## config.mk

```make
export PLATFORM = sky130hd
export DESIGN_NAME = wide_alu_seq
export DESIGN_NICKNAME = d
export VERILOG_FILES = /design/src/rtl/wide_alu_seq.sv
export SDC_FILE = /design/constraint.sdc
export NUM_CORES = 1
export LEC_CHECK = 0
export CAP_MARGIN = 20
export CORE_MARGIN = 2
export CORE_UTILIZATION = 25
export CTS_CLUSTER_DIAMETER = 150
export DETAILED_ROUTE_END_ITERATION = 8
export PLACE_DENSITY = 0.52
export SETUP_SLACK_MARGIN = 0.3
export SKIP_LAST_GASP = 1
export SYNTH_ARGS = -nofsm -noshare
export SYNTH_HDL_FRONTEND = slang
export SYNTH_SLANG_ARGS = --single-unit
```

## constraint.sdc

```tcl
create_clock -name clk -period 2.9 [get_ports clk]
set_clock_uncertainty 0.2 [all_clocks]
set_input_delay 0.58 -clock clk [delete_from_list [all_inputs] [get_ports clk]]
set_output_delay 0.58 -clock clk [all_outputs]
set_load 0.01 [all_outputs]
```

## src/rtl/wide_alu_seq.sv

```systemverilog
// ---------------------------------------------------------------------------
// wide_alu_seq
//   Sequences an external combinational 8-bit ALU across a W = 8*BYTES wide
//   operation, one byte per clock. Add/sub and the shift classes chain the
//   carry from byte to byte, and bitwise ops apply the request carry-in to
//   every byte. Right shifts walk from the top byte down. Every other class
//   walks from the bottom byte up.
//
// Ports
//   clk, rst              rising-edge clock, synchronous active-high reset
//   req_valid/req_ready   request handshake (ready only in IDLE, not in reset)
//   req_a, req_b          W-bit operands
//   req_op                4-bit ALU opcode, applied to each byte
//   req_cin               carry-in for the wide operation
//   res_valid/res_ready   result handshake (valid while in DONE)
//   res_q, res_cout       W-bit result and wide carry-out. Both hold their
//                         value until the next operation overwrites them.
//   alu_a/b/op/cin        drive to the 8-bit ALU (all zero outside RUN)
//   alu_q, alu_cout       same-cycle response from the 8-bit ALU
// ---------------------------------------------------------------------------
module wide_alu_seq #(
  parameter int BYTES = 2
) (
  input  logic               clk,
  input  logic               rst,
  input  logic               req_valid,
  output logic               req_ready,
  input  logic [8*BYTES-1:0] req_a,
  input  logic [8*BYTES-1:0] req_b,
  input  logic [3:0]         req_op,
  input  logic               req_cin,
  output logic               res_valid,
  input  logic               res_ready,
  output logic [8*BYTES-1:0] res_q,
  output logic               res_cout,
  output logic [7:0]         alu_a,
  output logic [7:0]         alu_b,
  output logic [3:0]         alu_op,
  output logic               alu_cin,
  input  logic [7:0]         alu_q,
  input  logic               alu_cout
);

  localparam int W  = 8 * BYTES;
  localparam int IW = (BYTES > 1) ? $clog2(BYTES) : 1;
  localparam logic [IW-1:0] LAST_IDX = IW'(BYTES - 1);

  typedef enum logic [1:0] {IDLE, RUN, DONE} state_t;

  state_t        state_q;
  logic [W-1:0]  a_q, b_q;
  logic [3:0]    op_q;
  logic          cin_q;
  logic          carry_q;
  logic [IW-1:0] idx_q;
  logic [7:0]    res_byte_q [BYTES];
  logic          res_cout_q;

  logic [7:0]    a_byte [BYTES];
  logic [7:0]    b_byte [BYTES];
  logic          descending;
  logic          last_step;

  // Byte views of the latched operands, and the result assembled from bytes.
  generate
    for (genvar gi = 0; gi < BYTES; gi++) begin : g_bytes
      assign a_byte[gi]         = a_q[8*gi +: 8];
      assign b_byte[gi]         = b_q[8*gi +: 8];
      assign res_q[8*gi +: 8]   = res_byte_q[gi];
    end
  endgenerate

  assign descending = (op_q[3:2] == 2'b11);
  assign last_step  = descending ? (idx_q == '0) : (idx_q == LAST_IDX);

  assign req_ready = (state_q == IDLE) && !rst;
  assign res_valid = (state_q == DONE);
  assign res_cout  = res_cout_q;

  always_comb begin
    alu_a   = '0;
    alu_b   = '0;
    alu_op  = '0;
    alu_cin = 1'b0;
    if (state_q == RUN) begin
      alu_a  = a_byte[idx_q];
      alu_b  = b_byte[idx_q];
      alu_op = op_q;
      // Upper bytes of add/sub must consume the incoming carry even when
      // the requested op ignores carry-in for the bottom byte.
      if (op_q[3:2] == 2'b00 && idx_q != '0)
        alu_op = {op_q[3:1], 1'b1};
      alu_cin = (op_q[3:2] == 2'b01) ? cin_q : carry_q;
    end
  end

  always_ff @(posedge clk) begin
    if (rst) begin
      state_q    <= IDLE;
      a_q        <= '0;
      b_q        <= '0;
      op_q       <= '0;
      cin_q      <= 1'b0;
      carry_q    <= 1'b0;
      idx_q      <= '0;
      res_cout_q <= 1'b0;
      for (int i = 0; i < BYTES; i++) res_byte_q[i] <= '0;
    end else begin
      unique case (state_q)
        IDLE: begin
          if (req_valid) begin
            a_q     <= req_a;
            b_q     <= req_b;
            op_q    <= req_op;
            cin_q   <= req_cin;
            carry_q <= req_cin;
            idx_q   <= (req_op[3:2] == 2'b11) ? LAST_IDX : '0;
            state_q <= RUN;
          end
        end
        RUN: begin
          res_byte_q[idx_q] <= alu_q;
          carry_q           <= alu_cout;
          if (last_step) begin
            res_cout_q <= alu_cout;
            state_q    <= DONE;
          end else begin
            idx_q <= descending ? (idx_q - 1'b1) : (idx_q + 1'b1);
          end
        end
        DONE: begin
          if (res_ready) state_q <= IDLE;
        end
        default: state_q <= IDLE;
      endcase
    end
  end

endmodule

```

==> run_results.csv <==
group,metric,value,unit
setup_path,crit_type,"reg2out",
logic_synthesis,synth_warnings,0,
placement,place.gp.congestion,0.728,
placement,dp_cells,485,
setup_path,crit_path_start_kind,"flip-flop",
setup_path,timing.rr.end,"res_byte_q[0][2]",
timing,rsz0062_at_grt,"false",
clock_tree,cts_tree,"yes",
logic_synthesis,synth_simple_gate_area_share,24.3,%
global_route,grt_most_used_layer,"met2",
cells_and_area,drive_above_1_share,7.34,%
logic_synthesis,synth_seq_area_share,53.0,%
floorplanning,top_level_ports,90,
timing,worstMarginPinSlew,839,ps
cells_and_area,syn2layout_area_growth,47.1,%
placement,placed_area,3510,um2
clock_tree,ctsHoldBuffers,0,
setup_path,rr_worst_depth,4,
logic_synthesis,synth-seq-cells,58,
setup_path,worst_ep_arrival_time,1730,ps
worst_hold_path,hold_start,"b_q[2]",
logic_synthesis,synth_compound_area_share,10.5,%
timing,setup_viol,0,
global_route,use_met3,4.26,%
global_route,grt_usage,12.3,%
logic_synthesis,synth-xor-area-share,0,%
worst_hold_path,hold-path-cell-count,2,
worst_hold_path,min_path_type,"reg2reg",
power_and_ir_drop,p_sw_share,26.2,%
power_and_ir_drop,p_seq_share,49.7,%
routing,ant_nets,0,
logic_synthesis,synthCells,275,
timing,fmaxAchievable,0.398,GHz
timing,period_minus_slack,2510,ps
clock_tree,ctsResizeCount,17,
global_route,grt_overflow,0,
placement,dp_hpwl,4590,um
logic_synthesis,syn_nets,325,
timing,period_share,86.7,%
timing,slew_viol_final,0,
setup_path,crit_fanout,10,
power_and_ir_drop,irDropWorstVdd,0.164,mV
routing,wire_per_inst,13.0,um
timing,hold_violations,0,
global_route,use_met1,15.7,%
global_route,grt_pass1_wl,10500,um
clock_tree,cts_setup_buffers,0,
placement,port_buffers,89,
setup_path,rr_startpoint,"state_q[1]",
logic_synthesis,synth_adder_area_share,0,%
clock_tree,clk_path_buf_depth,2,
timing,tns,0,ps
timing,slew_headroom,43.9,%
power_and_ir_drop,p_per_area,506,nW/um2
routing,routed_wl,6530,um
global_route,grt_pass1_vias,2087,
clock_tree,clock-sinks,58,
power_and_ir_drop,p_comb_share,18.3,%
setup_path,regToRegSetupSlack,840,ps
cells_and_area,antenna_cells,0,
power_and_ir_drop,clock_power_share,32.0,%
floorplanning,core,9730,um2
setup_path,cp.required,2120,ps
logic_synthesis,synth.cell_area,2490,um2
logic_synthesis,synth_cell_types,28,
floorplanning,start_util,25.6,%
power_and_ir_drop,switchingPower,486,uW
clock_tree,path_clk_slew,70,ps
global_route,antenna_found_initial,0,
floorplanning,fp.dieH,104,um
global_route,grt_max_degree,48,
clock_tree,htree_num_levels,3,
floorplanning,num_rows,36,
logic_synthesis,synthMuxAreaShare,7.23,%
flow_run,maxCapViolations,0,
logic_synthesis,synth_top_family_by_area,"simple AND/OR/NAND/NOR gates",
worst_hold_path,holdPathEnd,"b_q[2]",
setup_path,crit_path_end_kind,"output pin",
floorplanning,dieArea,10800,um2
routing,drt_first_iter_violations,82,
clock_tree,clkLatencyLatePin,330,ps
cells_and_area,fin_area,3670,um2
cells_and_area,nNetsFinal,413,
floorplanning,fp.dieW,104,um
logic_synthesis,syn_avg_cell_area,9.07,um2
clock_tree,root_buffer,"clkbuf_8",
status,status,"finished, final reports clean",
power_and_ir_drop,internal_power,1.37,mW
cells_and_area,fin_cells,501,
clock_tree,cts_made_buffers,9,
routing,via_count,2137,
global_route,use_met2,19.6,%
routing,dr.pass1.iters,4,
power_and_ir_drop,cellLeakagePower,1.46,nW
routing,drc,0,
routing,post_drt_via_cell_ratio,4.27,
[flip-flops by register name (all words and copies together) (netlist names)]
register    flops
b_q            16
idx_q           1
cin_q           1
carry_q         1
res_byte_q     16
res_cout        1
a_q            16
op_q            4
state_q         2
[layout by cell type, fill, tap and decap left out, types with 2 or more instances in the layout]
cell type and instances:
mux2i_1 18, clkbuf_1 2, dlygate4sd2_1 14, clkdlybuf4s50_1 70
clkbuf_8 9, nor2_1 21, nand2_1 76, nand2b_1 4
buf_12 2, buf_4 5, dlymetal6s2s_1 4, clkinv_1 3
a21o_1 2, clkinv_2 2, nor3_1 2, and2_1 19
a21oi_1 39, dfxtp_1 41, edfxtp_1 16, nor2b_1 3
[final cells by class]
type                            instances  area [um2]
Fill cell                            1059        6060
Multi-Input combinational cell        197        1060
Clock buffer                           11         131
Timing Repair Buffer                   97         967
Sequential cell                        58        1320
Clock inverter                          5        21.3
Tap cell                              133         166
[synthesized netlist by cell type]
cell / n / area, um2
nor3b_1: 1 / 7.51
nand2_1: 76 / 285
nand3b_1: 1 / 7.51
nor3_1: 2 / 10.0
mux2i_1: 18 / 180
a32oi_1: 1 / 8.76
buf_2: 5 / 25.0
o21ai_0: 1 / 5.00
a21bo_2: 1 / 10.0
a21o_1: 2 / 15.0
nor3b_2: 1 / 12.5
nor2b_1: 4 / 25.0
a21oi_1: 39 / 195
buf_6: 4 / 45.0
nor4b_2: 1 / 15.0
or3b_1: 1 / 8.76
dfxtp_1: 42 / 841
o21bai_1: 1 / 7.51
and4bb_2: 1 / 12.5
nand2b_1: 4 / 25.0
a31oi_1: 1 / 6.26
buf_4: 3 / 22.5
nor2_1: 21 / 78.8
a311oi_2: 1 / 15.0
and2_1: 19 / 119
buf_1: 1 / 3.75
edfxtp_1: 16 / 480
clkbuf_1: 7 / 26.3
[critical path, stage by stage (launching register included)]
cell,delay (ps)
dfxtp_1,300
buf_4,160
nor2b_2,220
and2_1,160
clkdlybuf4s50_1,560
[cell families after synthesis]
family / after synthesis
compound gates: 47
buf+inv: 20
flops: 58
mux: 18
simple gates: 132
[power by group through the flow]
stage,Sequential (mW),Combinational [mW],Clock [mW]
2_1_floorplan,0.937,0.175,0
4_1_cts,0.923,0.345,0.614
5_1_grt,0.929,0.372,0.656
3_5_place_dp,0.940,0.346,0
6_report,0.922,0.339,0.593
3_3_place_gp,0.938,0.345,0
[per-stage QoR]
step / hold WS, ps / setup WS (ps) / power [mW] / utilization (%)
2_1_floorplan: 232 / 883 / 1.11 / -
3_3_place_gp: 241 / 420 / 1.28 / 36.1
3_5_place_dp: 246 / 382 / 1.29 / 36.1
4_1_cts: 254 / 286 / 1.88 / 37.6
5_1_grt: 269 / 305 / 1.96 / 37.7
6_report: 254 / 386 / 1.85 / 37.7
[worst max-delay path by stage]
stage                     cells past startpoint       start  slack (ps)         to
after global placement                        5   req_valid         420    b_q[12]
after floorplan                               3         rst         880  req_ready
after CTS                                     5  state_q[1]         290   alu_a[5]
final                                         4  state_q[1]         390  alu_op[2]
after global routing                          3  state_q[0]         310  req_ready
after detailed placement                      5   req_valid         380     b_q[7]
[per-layer routing]
layer,share of wire (%),vias up
li1,-,1083
met1,47,976
met2,46,67
met3,5.7,11
met4,1.3,0
met5,0,-
Power figures use the tool's default switching activity.
